$ cat src/rtl/mipi_csi_pkg.sv
// mipi_csi_pkg: CSI-2 data-type constants and line sequencer state encoding
package mipi_csi_pkg;
  localparam logic [5:0] DT_FS    = 6'h00;
  localparam logic [5:0] DT_FE    = 6'h01;
  localparam logic [5:0] DT_LS    = 6'h02;
  localparam logic [5:0] DT_LE    = 6'h03;
  localparam logic [5:0] DT_RAW10 = 6'h2B;
  localparam logic [5:0] DT_RAW12 = 6'h2C;
  localparam logic [5:0] DT_RAW14 = 6'h2D;
  localparam logic [5:0] DT_LONG_MIN = 6'h10;
  localparam logic [2:0] DT_TYPE_MASK = 3'h7;
  typedef enum logic [2:0] {ST_IDLE, ST_FRAME, ST_LINE, ST_GUARD, ST_DROP} state_t;
  function automatic logic is_raw(input logic [5:0] dt);
    return dt == DT_RAW10 || dt == DT_RAW12 || dt == DT_RAW14;
  endfunction
endpackage

$ cat src/rtl/mipi_csi_beat_counter.sv
// mipi_csi_beat_counter: loads ceil(wc/8) payload beats and counts them down
module mipi_csi_beat_counter (
  input  logic        clk_i,
  input  logic        reset_i,
  input  logic        load_i,
  input  logic [15:0] wc_i,
  input  logic        dec_i,
  output logic [13:0] count_o,
  output logic        zero_o,
  output logic        last_o
);
  always_ff @(posedge clk_i)
    if (reset_i) count_o <= '0;
    else if (load_i) count_o <= 14'((17'(wc_i) + 17'd7) >> 3);
    else if (dec_i && !zero_o) count_o <= count_o - 14'd1;
  assign zero_o = count_o == '0;
  assign last_o = count_o == 14'd1;
endmodule

$ cat src/rtl/mipi_csi_rx_line_sequencer.sv
// mipi_csi_rx_line_sequencer: frame/line FSM gating packet payload into the RAW depacker
module mipi_csi_rx_line_sequencer
  import mipi_csi_pkg::*;
#(
  parameter int GUARD_CYCLES = 4,
  parameter int LINE_CNT_W   = 16
) (
  input  logic                  clk_i,
  input  logic                  reset_i,
  input  logic                  enable_i,
  input  logic [1:0]            vc_select_i,
  input  logic                  header_valid_i,
  input  logic [7:0]            header_id_i,
  input  logic [15:0]           header_wc_i,
  input  logic                  payload_valid_i,
  input  logic [63:0]           payload_i,
  output logic                  depack_valid_o,
  output logic [63:0]           depack_data_o,
  output logic [2:0]            depack_type_o,
  output logic                  frame_active_o,
  output logic                  frame_start_o,
  output logic                  frame_end_o,
  output logic                  line_start_o,
  output logic [LINE_CNT_W-1:0] line_count_o,
  output logic [LINE_CNT_W-1:0] last_frame_lines_o,
  output logic                  err_unsupported_o,
  output logic                  err_overrun_o,
  output logic                  err_truncated_o
);
  localparam int GW = $clog2(GUARD_CYCLES + 1);
  state_t          state;
  logic [GW-1:0]   gcnt;
  logic            pv_q;
  logic [13:0]     beats_left;
  logic            beats_zero, beats_last;
  logic            hdr, fwd, pv_fall, load;
  logic [5:0]      dt;
  assign dt      = header_id_i[5:0];
  assign hdr     = header_valid_i && header_id_i[7:6] == vc_select_i;
  assign fwd     = state == ST_LINE && payload_valid_i && !beats_zero;
  assign pv_fall = pv_q && !payload_valid_i;
  assign load    = state == ST_FRAME && hdr && is_raw(dt);
  mipi_csi_beat_counter u_beats (
    .clk_i   (clk_i),
    .reset_i (reset_i),
    .load_i  (load),
    .wc_i    (header_wc_i),
    .dec_i   (fwd),
    .count_o (beats_left),
    .zero_o  (beats_zero),
    .last_o  (beats_last)
  );
  always_ff @(posedge clk_i)
    if (reset_i) begin
      state              <= ST_IDLE;
      gcnt               <= '0;
      pv_q               <= 1'b0;
      depack_valid_o     <= 1'b0;
      depack_data_o      <= '0;
      depack_type_o      <= '0;
      frame_active_o     <= 1'b0;
      frame_start_o      <= 1'b0;
      frame_end_o        <= 1'b0;
      line_start_o       <= 1'b0;
      line_count_o       <= '0;
      last_frame_lines_o <= '0;
      err_unsupported_o  <= 1'b0;
      err_overrun_o      <= 1'b0;
      err_truncated_o    <= 1'b0;
    end else begin
      pv_q              <= payload_valid_i;
      depack_valid_o    <= fwd;
      depack_data_o     <= fwd ? payload_i : '0;
      frame_start_o     <= 1'b0;
      frame_end_o       <= 1'b0;
      line_start_o      <= 1'b0;
      err_truncated_o   <= 1'b0;
      err_overrun_o     <= hdr && (state == ST_LINE || state == ST_GUARD);
      err_unsupported_o <= state == ST_FRAME && hdr && dt >= DT_LONG_MIN && !is_raw(dt);
      unique case (state)
        ST_IDLE:
          if (hdr && dt == DT_FS && enable_i) begin
            state          <= ST_FRAME;
            frame_start_o  <= 1'b1;
            frame_active_o <= 1'b1;
            line_count_o   <= '0;
          end
        ST_FRAME:
          if (hdr && dt == DT_FE) begin
            state              <= ST_IDLE;
            frame_end_o        <= 1'b1;
            frame_active_o     <= 1'b0;
            last_frame_lines_o <= line_count_o;
          end else if (load) begin
            state         <= header_wc_i == '0 ? ST_GUARD : ST_LINE;
            gcnt          <= GW'(GUARD_CYCLES - 1);
            depack_type_o <= dt[2:0] & DT_TYPE_MASK;
            line_start_o  <= 1'b1;
            line_count_o  <= &line_count_o ? line_count_o : line_count_o + 1'b1;
          end else if (hdr && dt >= DT_LONG_MIN && header_wc_i != '0) begin
            state <= ST_DROP;
          end
        ST_LINE:
          if (fwd && beats_last) begin
            state <= ST_GUARD;
            gcnt  <= GW'(GUARD_CYCLES - 1);
          end else if (pv_fall) begin
            state           <= ST_GUARD;
            gcnt            <= GW'(GUARD_CYCLES - 1);
            err_truncated_o <= 1'b1;
          end
        ST_GUARD:
          if (gcnt == '0) state <= ST_FRAME;
          else gcnt <= gcnt - 1'b1;
        ST_DROP:
          if (pv_fall) state <= ST_FRAME;
        default: state <= ST_IDLE;
      endcase
    end
endmodule

$ cat config.mk
export PLATFORM = sky130hd
export DESIGN_NAME = mipi_csi_rx_line_sequencer
export DESIGN_NICKNAME = d
export VERILOG_FILES = /design/src/rtl/mipi_csi_pkg.sv /design/src/rtl/mipi_csi_beat_counter.sv /design/src/rtl/mipi_csi_rx_line_sequencer.sv
export SDC_FILE = /design/constraint.sdc
export NUM_CORES = 1
export LEC_CHECK = 0
export ABC_AREA = 1
export BUFFER_PORTS_ARGS = -buffer_cell sky130_fd_sc_hd__buf_2
export CAP_MARGIN = 20
export CORE_MARGIN = 2
export CORE_UTILIZATION = 35
export CTS_CLUSTER_DIAMETER = 50
export DETAILED_ROUTE_END_ITERATION = 10
export PLACE_DENSITY = 0.66
export SYNTH_ARGS = -nofsm -noshare
export SYNTH_HDL_FRONTEND = slang
export SYNTH_SLANG_ARGS = --single-unit
export TNS_END_PERCENT = 30
$ cat constraint.sdc
create_clock -name clk_i -period 1.44 [get_ports clk_i]
set_input_delay 0.288 -clock clk_i [delete_from_list [all_inputs] [get_ports clk_i]]
set_output_delay 0.288 -clock clk_i [all_outputs]
set_load 0.01 [all_outputs]
---- Yosys cells after proc, flatten, opt, wreduce, memory -nomap -nowiden ----
Index checks and enable logic that the tools add are counted.
cells by class
  $add $sub $neg .......................... 4
  order comparisons ....................... 1
  equal/unequal tests ..................... 20
  multiplexer cells ....................... 28
  bitwise operators ....................... 5
  reduce and logical (&&, ||, !) cells .... 43
operators with widths
  operator               count
  $mux 16                4
  $mux 3                 11
  $pmux 16 s2            1
  $mux 14                2
  $eq 6x6->1 const B     3
  $add 16x3->17 const B  1
  $add 16x1->16 const B  1
  $logic_and 1x1->1      16
  $logic_not 16->1       1
  $reduce_and 16->1      1
  $reduce_bool 16->1     1
  $pmux 3 s5             1
  $reduce_and 5->1       3
  $eq 14x1->1 const B    1
  $logic_not 14->1       1
  $sub 14x1->14 const B  1
  $ne 2x2->1 const B     6
  $pmux 3 s3             1
  $mux 1                 7
  $eq 3x2->1 const B     2
  $eq 6x1->1 const B     1
  $ge 6x5->1 const B     1
  $logic_not 3->1        2
  $logic_not 6->1        1
  other kinds (17)       31
word-level totals
  bits in registers ....................... 128
  bits of input ports ..................... 95
  output and inout port bits .............. 107
  word-level logic and storage cells ...... 117

---- Logic depth before layout (Yosys ltp) ----
Gate-level depths: netlist (run 1).
  word-level depth ........................ 8
  mapped depth ............................ 12
  depth with buffers taken out ............ 12

---- Cells and area by module ----
From an unflattened synthesis (run 1), not the netlist that was laid out.
second synthesis, totals
  cells, all modules ...................... 838
  area, all modules ....................... 5844.4 um^2
modules (own cells, without submodules)
  module                      times used  cells each  area an instance (um^2)
  mipi_csi_rx_line_sequencer  1           585         4476.8
  mipi_csi_beat_counter       1           253         1367.6

---- Worst setup path before layout (run 1) ----
Ideal clock, no wire load.
  path kind ............................... register to register
  from .................................... register line_count_o[1]
  to ...................................... register line_count_o[10]
  data arrival time ....................... 1.471 ns
  data required time ...................... 1.324 ns
  path slack .............................. -0.147 ns
  cell stages (with the launch flop) ...... 11
  cell sequence ........................... dfxtp_1 ha_1 nand3_1 nor2_1 nand2_1 nor3_1 nand2_1 nand2_1 inv_1 o21ai_0 nor2_1
between the ends
  longest elaborated chain between the ends .. 5
  elaborated cells on any way between the ends .. 8
  classes of those cells .................. add/sub: 1; eq/ne: 1; mux: 4; reduce/logical: 2
ends and longest elaborated chain
  element                 RTL line                          source
  start, declared         mipi_csi_rx_line_sequencer.sv:24  output logic [LINE_CNT_W-1:0] line_count_o,
  start signal, assigned  mipi_csi_rx_line_sequencer.sv:99  line_count_o <= &line_count_o ? line_count_o : line_count_o + 1'b1;
  $add 16x1->16           mipi_csi_rx_line_sequencer.sv:99
  $mux 16                 mipi_csi_rx_line_sequencer.sv:99
  $mux 16                 mipi_csi_rx_line_sequencer.sv:94  end else if (load) begin
  $mux 16                 mipi_csi_rx_line_sequencer.sv:89  if (hdr && dt == DT_FE) begin
  $pmux 16 s2             mipi_csi_rx_line_sequencer.sv:80  unique case (state)
Parallel ways exist; a longest one is shown, timed or not. The select of a mux whose other input is x is not followed.
A chain may end at the register's enable or synchronous reset.

---- Worst setup path in the final report (run 1) ----
  from .................................... register line_count_o[1]
  to ...................................... register line_count_o[14]
The elaborated chain is that of the path after synthesis.

==> flow_summary.toml, run 1 <==
[placement]
dpl.cell_count = 1289
port_buffers = 201
dp_slack_ns = -0.180
dp.final_hpwl_mm = 12.0
place.gp.congestion = 0.846

[run_status]
status = "complete, but fails checks"
violations = "negative setup slack"

[layout]
fill_cells = 1481
area_growth_syn_to_layout_pct = 58.5
layoutNonFillerInstCount = 1338
final_nets = 1210
n_antenna_cell = 0
drive_gt1_frac = 0.442
final_util = 0.565

[synthesis]
yosysWarnings = 0
yosys-top-cells-area = "dfxtp_1 (46%), nor2_1 (9.0%), inv_1 (8.8%)"
ys_seq_elements = 128
async_flop_share = 0
synth_top_area_share = 0.456
yosysSeqAreaShare = 0.456
netlist_area_um2 = 5620
synth.most_common_cell = "nor2_1"
syn-num-nets = 874
synth.avg_cell_area_um2 = 7.27
yosys-top-cells-count = "nor2_1 (135), inv_1 (131), dfxtp_1 (128), nand2_1 (123), nand3_1 (58)"
synth_cell_types = 43
yosys.area.top_type = "dfxtp_1"
synthFlopType = "dfxtp_1"
synth-edff-count = 0
syn_inst = 773

[sta]
setup_viol = 96
relSlewSlack = 0.768
min_period_ns = 1.55
clock_skew_ns = 0.00949
timing.final.crit_share = 1.08
maxSlewViolCount = 0
layout_setup_ws_ns = -0.113
rsz0062_at_grt = "yes"
timing_hold_violations_final = 0
worst_pin_slew_ns = 0.348
tns_ns = -7.59
max_freq_mhz = 644

[detailed_routing]
via_per_inst = 4.46
first_iter_violations = 262
vias = 5968
first_pass_iters = 4
wl_mm = 16.7
drcViolationCount = 0
wl_per_cell_um = 12.5
ant_nets = 0

[worst_setup_path]
path_buf_inv = 2
cp_top_family = "simple AND/OR/NAND/NOR gates"
worstPathCellList = "ha_4 > nand3_4 > nor2_4 > buf_4 > buf_4 > nand3_1 > xor2_1 > nor2_1 > nand3_1 > a21oi_1"
crit_arrival_ns = 1.90
slowest_stage = "dfxtp_4"
endpoint_kind = "flip-flop"
regToRegSetupSlack_ns = -0.11
crit_path_max_fanout = 3
startpoint_type = "flip-flop"
critPathKind = "reg2reg"
slowest_delay_ns = 0.36
critical_path_required_ns = 1.79

[flow_run]
drv_cap = 0

[global_route]
grt_max_degree = 26
track_usage = 0.195
grt_pass1_wl_mm = 26.3
grt_pass1_vias = 5669
antenna_found_initial = 0
overflow = 0

[clock_tree]
path_clk_slew_ns = 0.07
numCtsBuffers = 17
holdBufCountCts = 0
root_buffer = "clkbuf_16"
cts_tree = "yes"
clk_latency_ns = 0.43
htree_levels = 4
cts_buffer_depth = 2
numClockSinks = 128

[die]
core_area_um2 = 15800
initial_core_util = 0.356
rows = 46
die_x_um = 131
ios = 202
die_h_um = 131
die_area_um2 = 17100

[hold_path]
hold_class = "in2reg"

[power]
ir_worst_vdd_uv = 905
p_leak_uw = 0.00466
p_per_area_nw_per_um2 = 1090
[per-stage QoR]
stage	area, µm²	hold slack [ns]	power, µW
after detailed placement	7780	0.452	5290
after floorplan	5670	0.367	4610
final	8900	0.0655	9750
after global placement	7780	0.449	5280
after global routing	8900	0.0532	10200
after CTS	8660	0.0464	9720
[final cells by class]
cell class                 instances  area, µm²  area share
clock buffer                      17        425      0.0478
clock inverter                    15        163      0.0183
inverter                         139        541      0.0607
multi-input combinational        486       2770       0.312
sequential                       128       2590       0.291
tap                              216        270      0.0304
timing repair buffer             336       2130       0.240
timing repair inverter             1       7.51    0.000843
[cells in the final DEF, fill, tap and decap left out, types with 11 or more instances in the layout]
master     instances
dfxtp_2           12
nand3_1           53
nor2_1           114
nand2_2           20
xor2_1            13
buf_6             11
dfxtp_1          113
buf_2            200
nor2_2            18
inv_1            124
a21oi_1           40
nand2_1          102
nand4_1           12
nor2_4            16
o21ai_0           14
o21ai_1           11
clkbuf_16         17
buf_4            120
[routing by layer]
layer  vias up  part of all wire  routed length, µm  track usage
li1       3085                 -                  -            -
met1      2651              0.43               7250        0.241
met2       208              0.48               8000        0.326
met3        24             0.068               1140       0.0590
met4         0             0.017                291       0.0645
met5         -                 0                  0            0
[state kept, by name (all words and copies together), names as in the netlist, 3 cells and up]
register            count
depack_data_o          64
state                   3
u_beats.count_o        14
depack_type_o           3
line_count_o           16
last_frame_lines_o     16
gcnt                    3
[kinds of logic after synthesis]
logic type,synth area share
compound gates,0.0842
xor+xnor,0.0234
fa+ha+maj,0.0134
buf+inv,0.116
flops,0.456
simple gates,0.307
[worst register-to-register path, cell delays in order (launching register included)]
cell     delay, ns
dfxtp_4       0.36
ha_4          0.15
nand3_4       0.10
nor2_4        0.13
buf_4         0.13
buf_4         0.10
nand3_1       0.07
xor2_1        0.15
nor2_1        0.09
nand3_1       0.08
a21oi_1       0.13
[power by group]
group	leakage, µW	internal [µW]	switching (µW)
registers	0.00104	3620	60.0
clock network	0.000286	2320	1910
logic	0.00333	814	1020
total	0.00466	6760	2990
[worst paths after layout]
path	from	end	cells after the start
max reg2reg	line_count_o[1]	line_count_o[14]	10
max	line_count_o[1]	line_count_o[14]	10
min	payload_i[43]	depack_data_o[43]	3
min reg2reg	last_frame_lines_o[15]	last_frame_lines_o[15]	2
[timing repair]
action,CTS,global route
pin swaps,20,21
setup endpoints to repair,125,124
resized for setup,68,57
hold endpoints to repair,0,0
setup buffers,9,6
cloned,2,1
Power figures use the tool's default switching activity.
==> inputs of run 2 (changes only) <==
- SYNTH_HIERARCHICAL: unset -> 1
==> run 2 against run 1 <==
Against the previous run:
- worst hold slack improved by 0.016 ns
- flip-flop and latch count did not move
- synthesized cell count rose by 8.4%
- sequential power barely moved
- cell count rose by 5.8%
- the flow still finishes with violations (negative setup slack)
- global-route usage rose by 0.13 points
- die area rose by 3.9%
- via count rose by 6.9%
- fmax fell by 12%
- register-to-register slack got worse by 0.21 ns
- core utilization rose by 0.68 points
- largest power group unchanged
==> flow_summary.toml, run 2 <==
[global_route]
use_met2 = 0.342
gr-usage-met1 = 0.242
overflow = 0
grt_pass1_wl_mm = 28.2
grt.busiest_layer = "met2"
track_usage = 0.196
grt_pass1_vias = 6012
grt_max_degree = 23
use_met3 = 0.0464
antenna_found_initial = 0

[synthesis]
syn_inst = 838
yosys.area_share.simple = 0.324
synth_cell_types = 42
yosysSeqAreaShare = 0.438
synth_top_family_by_area = "simple AND/OR/NAND/NOR gates"
yosys-top-cells-area = "dfxtp_1 (44%), nand2_1 (11%), nor2_1 (10%)"
synth.most_common_cell = "nand2_1"
ys_seq_elements = 128
synth-xor-area-share = 0.00899
async_flop_share = 0
yosys-top-cells-count = "nand2_1 (167), nor2_1 (156), inv_1 (150), dfxtp_1 (128), nand3_1 (53)"
synthFlopType = "dfxtp_1"
synth_compound_area_frac = 0.0953
yosysWarnings = 6
synth.avg_cell_area_um2 = 6.97
synth_top_area_share = 0.438
synthMuxAreaShare = 0
syn-num-nets = 938
synth-edff-count = 0
yosys.area.top_type = "dfxtp_1"
netlist_area_um2 = 5840
synth_fa_ha_area_frac = 0.0107

[worst_setup_path]
crit_path_max_fanout = 3
endpoint_kind = "flip-flop"
reg2reg_to = "gcnt[1]"
slowest_delay_ns = 0.32
slowest_stage = "dfxtp_2"
worstPathCellList = "or2_4 > nor4_2 > inv_1 > o211ai_1 > inv_1 > nor2_2 > nand3_2 > nand2_1 > nand2_1 > a21oi_1"
cp_top_family = "simple AND/OR/NAND/NOR gates"
regToRegSetupSlack_ns = -0.32
reg2reg_depth = 10
timing.rr.start = "u_beats/count_o[13]"
crit_arrival_ns = 2.11
path_buf_inv = 2
critPathKind = "reg2reg"
startpoint_type = "flip-flop"
critical_path_required_ns = 1.79

[sta]
tns_ns = -24.66
clock_skew_ns = 0.00697
min_period_ns = 1.76
layout_setup_ws_ns = -0.325
max_freq_mhz = 567
relSlewSlack = 0.672
timing_hold_violations_final = 0
setup_viol = 102
maxSlewViolCount = 0
timing.final.crit_share = 1.23
worst_pin_slew_ns = 0.491
rsz0062_at_grt = "yes"

[detailed_routing]
first_pass_iters = 5
vias = 6377
first_iter_violations = 219
drcViolationCount = 0
via_per_inst = 4.50
ant_nets = 0
wl_mm = 18.0
wl_per_cell_um = 12.7

[clock_tree]
root_buffer = "clkbuf_16"
htree_levels = 4
cts_buffer_depth = 2
numClockSinks = 128
clk_latency_ns = 0.41
path_clk_slew_ns = 0.06
cts_tree = "yes"
numCtsBuffers = 17

[hold_path]
hold_end = "depack_data_o[31]"
hp-start = "payload_i[31]"
hold_class = "in2reg"
whs_path_depth = 3

[layout]
area_growth_syn_to_layout_pct = 61.0
n_antenna_cell = 0
largest_reg_flops = 64
layout_commonest_cell = "buf_2"
drive_gt1_frac = 0.439
fill_cells = 1536
final_util = 0.571
registers.top_by_ff_count = "depack_data_o"
top_regs = "depack_data_o: 64 flops, last_frame_lines_o: 16 flops, line_count_o: 16 flops"
final_nets = 1283
final_cell_mix = "buf_2 (201), nand2_1 (158), inv_1 (148)"

[power]
p_per_area_nw_per_um2 = 1090
total_power_uw = 10200
p_leak_uw = 0.00504
ir_worst_vdd_uv = 721

[die]
die_x_um = 133
die_h_um = 133
die_area_um2 = 17700
ios = 202
core_area_um2 = 16500
initial_core_util = 0.355
rows = 47

[placement]
place.gp.congestion = 0.890
dp.final_hpwl_mm = 12.7
port_buffers = 201

[run_status]
violations = "negative setup slack"
status = "complete, but fails checks"

[flow_run]
drv_cap = 0
## run 2: stage by stage
| step | area (µm²) | setup WS, ns | instances | hold WS [ns] |
|---|---|---|---|---|
| after floorplan | 5920 | -0.198 | 838 | 0.350 |
| after global placement | 7990 | -0.341 | 1355 | 0.450 |
| after detailed placement | 7990 | -0.380 | 1355 | 0.456 |
| after CTS | 9140 | -0.332 | 1412 | 0.0607 |
| after global routing | 9410 | -0.492 | 1416 | 0.0603 |
| final | 9410 | -0.325 | 1416 | 0.0813 |
## run 2: worst min-delay path, cell delays in order
cell	delay [ns]
buf_2	0.10
inv_1	0.04
nor2_1	0.03
## run 2: worst max path at each step
| stage | to | start | cells past startpoint | slack (ns) |
|---|---|---|---|---|
| 2_1_floorplan | gcnt[1] | u_beats/count_o[0] | 15 | -0.20 |
| 3_3_place_gp | gcnt[1] | u_beats/count_o[1] | 12 | -0.34 |
| 3_5_place_dp | gcnt[1] | u_beats/count_o[1] | 12 | -0.38 |
| 4_1_cts | gcnt[1] | u_beats/count_o[12] | 10 | -0.33 |
| 5_1_grt | gcnt[1] | u_beats/count_o[0] | 15 | -0.49 |
| 6_report | gcnt[1] | u_beats/count_o[13] | 10 | -0.32 |
## run 2: power by group
group          leakage, µW  internal (µW)  switching (µW)
clock             0.000289           2610            1790
combinational      0.00372           1030            1140
sequential         0.00104           3610            46.2
## run 2: timing repair
item	4_1_cts	5_1_grt
endpoints found under the hold margin	0	0
pin swaps	36	16
hold buffers	0	0
buffers inserted	19	3
endpoints found under the setup margin	106	121
gates resized for setup	69	78
gates cloned	7	1
## run 2: logic make-up (layout without fill, tap and decap cells)
family,Yosys count,in the layout
simple gates,425,427
buf+inv,177,533
flops,128,128
compound gates,97,97
xor+xnor,6,6
fa+ha+maj,5,5
## run 2: layout make-up
type / count / area [µm²] / area share
clock buffer: 17 / 425 / 0.0452
clock inverter: 15 / 176 / 0.0188
inverter: 157 / 607 / 0.0645
multi-input combinational: 535 / 2970 / 0.315
sequential: 128 / 2580 / 0.274
tap: 220 / 275 / 0.0293
timing repair buffer: 344 / 2380 / 0.253
## run 2: layer usage
layer  share of wire  vias to the layer above
li1                -                     3267
met3           0.046                       26
met1            0.43                     2914
met2            0.51                      170
met5               0                        -
met4           0.016                        0
==> inputs of run 3 (changes only) <==
- ABC_AREA: 1 -> unset
- PLACE_DENSITY: 0.66 -> 0.67
==> run 3 against run 2 <==
Against the previous run:
- the flow still finishes with violations (negative setup slack)
- critical path depth rose by 1
- flip-flop and latch count did not move
- design area fell by 12%
- synthesized cell count fell by 32%
- total power fell by 8.6%
- clock-buffer cell count rose by 1
- first-iteration DRC count fell by 16%
- combinational power fell by 50%
- sequential share of layout area rose by 3.5 points
- via count fell by 15%
- die area fell by 11%
- clock skew fell by 0.00078 ns
- critical path type unchanged
==> flow_summary.toml, run 3 <==
[detailed_routing]
vias = 5440
first_pass_iters = 4
drcViolationCount = 0
wl_per_cell_um = 14.6
via_per_inst = 4.90
first_iter_violations = 184
ant_nets = 0
wl_mm = 16.2

[synthesis]
async_flop_share = 0
yosys-top-cells-area = "dfxtp_1 (49%), and2_1 (8.1%), nand2_1 (5.0%)"
yosys-top-cells-count = "dfxtp_1 (128), nand2_1 (69), and2_1 (67), a21oi_1 (33), nor2_1 (28)"
synth.avg_cell_area_um2 = 9.09
syn_inst = 572
synth-edff-count = 0
synth.most_common_cell = "dfxtp_1"
yosysWarnings = 6
ys_seq_elements = 128
synth_top_area_share = 0.493
yosysSeqAreaShare = 0.493
synthFlopType = "dfxtp_1"
netlist_area_um2 = 5200
syn-num-nets = 672
synth_cell_types = 69
yosys.area.top_type = "dfxtp_1"

[clock_tree]
numClockSinks = 128
cts_tree = "yes"
root_buffer = "clkbuf_16"
path_clk_slew_ns = 0.06
numCtsBuffers = 17
htree_levels = 4
post_cts_buffers = 0
cts_buffer_depth = 2
clk_latency_ns = 0.42

[worst_setup_path]
worstPathCellList = "or4_4 > or2_1 > or4_4 > nor3b_2 > nand3b_1 > a21oi_2 > nor3_1 > a311oi_2 > buf_4 > o21ai_0 > a31oi_1"
slowest_stage = "or4_4"
critPathKind = "reg2reg"
endpoint_kind = "flip-flop"
crit_arrival_ns = 2.98
crit_path_max_fanout = 3
cp_common_cell = "or4_4"
slowest_delay_ns = 0.52
startpoint_type = "flip-flop"
critical_path_required_ns = 1.79

[power]
sequentialPowerShare = 0.385
power.internal_uw = 7120
p_per_area_nw_per_um2 = 1130
p_comb_frac = 0.117
power_frac_clock = 0.498
ir_worst_vdd_uv = 751
p_leak_uw = 0.00391
switching_share = 0.239
total_power_uw = 9350
switchingPower_uw = 2230

[die]
ios = 202
initial_core_util = 0.358
rows = 44
die_x_um = 126
die_area_um2 = 15800
die_h_um = 126
core_area_um2 = 14500

[layout]
final_nets = 1014
fill_cells = 1308
largest_reg_flops = 64
final_cell_mix = "buf_2 (202), buf_4 (137), dfxtp_1 (126)"
final_area_um2 = 8300
drive_gt1_frac = 0.455
n_antenna_cell = 0
top_regs = "depack_data_o: 64 flops, last_frame_lines_o: 16 flops, line_count_o: 16 flops"
seqCellArea_um2 = 2560
registers.top_by_ff_count = "depack_data_o"
layout_commonest_cell = "buf_2"
area_growth_syn_to_layout_pct = 59.6
multi_input_area_um2 = 2660

[run_status]
status = "complete, but fails checks"
violations = "negative setup slack"

[sta]
timing_hold_violations_final = 0
worst_pin_slew_ns = 0.659
setup_viol = 121
relSlewSlack = 0.557
rsz0062_at_grt = "yes"
maxSlewViolCount = 0
timing.final.crit_share = 1.83
max_freq_mhz = 380
layout_setup_ws_ns = -1.19
min_period_ns = 2.63
clock_skew_ns = 0.00619

[global_route]
antenna_found_initial = 1
track_usage = 0.204
grt_pass1_vias = 5391
overflow = 0
grt_max_degree = 27
grt_pass1_wl_mm = 25.9

[hold_path]
hold_class = "in2reg"

[placement]
dp_slack_ns = -1.29
place_area_um2 = 7470
port_buffers = 201
place.gp.congestion = 0.832
dp.final_hpwl_mm = 12.2

[flow_run]
drv_cap = 0
==> run 3: cell count changes in the layout (fill, tap and decap cells not counted), moves of 11 or more <==
cell     previous run  this run
and2_1              1        67
nor3_1              3        17
nor2_2             47         4
nand3_1            47        16
buf_4             114       137
o21ai_2            14         0
nand2_1           158        68
nor2_4             12         0
nand2_2            14         1
nor2_1            105        25
inv_1             148        10
a21oi_2            12         1
o21ai_1            17         6
==> run 3: final cells by class <==
class                   instances  area share
multi-input cells             409       0.320
clock inverters                14      0.0244
flip-flops and latches        128       0.309
repair buffers                348       0.262
well taps                     184      0.0277
inverters                      10     0.00452
clock buffers                  18      0.0529
==> run 3: worst paths after layout <==
| path | start | end | slack, ns | cells past startpoint |
|---|---|---|---|---|
| hold reg to reg | last_frame_lines_o[2] | last_frame_lines_o[2] | 0.44 | 2 |
| setup / recovery | u_beats/count_o[9] | state[0] | -1.19 | 11 |
| hold / removal | payload_i[61] | depack_data_o[61] | 0.06 | 2 |
| setup reg to reg | u_beats/count_o[9] | state[0] | -1.19 | 11 |
==> run 3: repair_timing <==
| item | in CTS | in global routing |
|---|---|---|
| pin swaps | 14 | 8 |
| gates cloned | 2 | 1 |
| setup endpoints to repair | 123 | 123 |
| gates resized for setup | 28 | 6 |
| hold buffers | 0 | 0 |
==> run 3: stage by stage <==
stage,std cells,utilization,TNS [ns],hold slack [ns]
2_1_floorplan,572,-,-91.30,0.410
3_3_place_gp,1076,0.514,-93.19,0.435
3_5_place_dp,1076,0.514,-95.54,0.442
4_1_cts,1110,0.569,-89.41,0.0476
5_1_grt,1111,0.571,-102.16,0.0571
6_report,1111,0.571,-88.25,0.0644
==> run 3: power groups by stage <==
| stage | sequential (µW) | clock (µW) | combinational [µW] |
|---|---|---|---|
| finish | 3600 | 4660 | 1090 |
| global route | 3600 | 4890 | 1200 |
| CTS | 3600 | 4740 | 1100 |
| detailed placement | 3680 | 0 | 1050 |
| global placement | 3680 | 0 | 1030 |
| floorplan | 3680 | 0 | 455 |
==> run 3: cell families (layout without fill, tap and decap cells) <==
kind of cell,Yosys count,count (layout),share of synthesized area
simple gates,282,282,0.300
buf+inv,35,390,0.0279
compound gates,101,101,0.131
flops,128,128,0.493
mux,3,3,0.00602
fa+ha+maj,5,5,0.0120
xor+xnor,18,18,0.0303
==> run 3: critical path, delay by kind of cell, from the launching register on <==
family                 cells  cell delay, ns
AOI/OAI and AO/OA          4            0.57
buffers and inverters      1            0.16
DFF                        1            0.31
and+or+nand+nor            6            1.53
==> run 3: per-layer routing <==
| metal | up-vias | global-route usage | part of all wire |
|---|---|---|---|
| met1 | 2534 | 0.240 | 0.42 |
| met5 | - | 0 | 0 |
| li1 | 2721 | - | - |
| met2 | 162 | 0.356 | 0.50 |
| met3 | 23 | 0.0523 | 0.058 |
| met4 | 0 | 0.0782 | 0.016 |
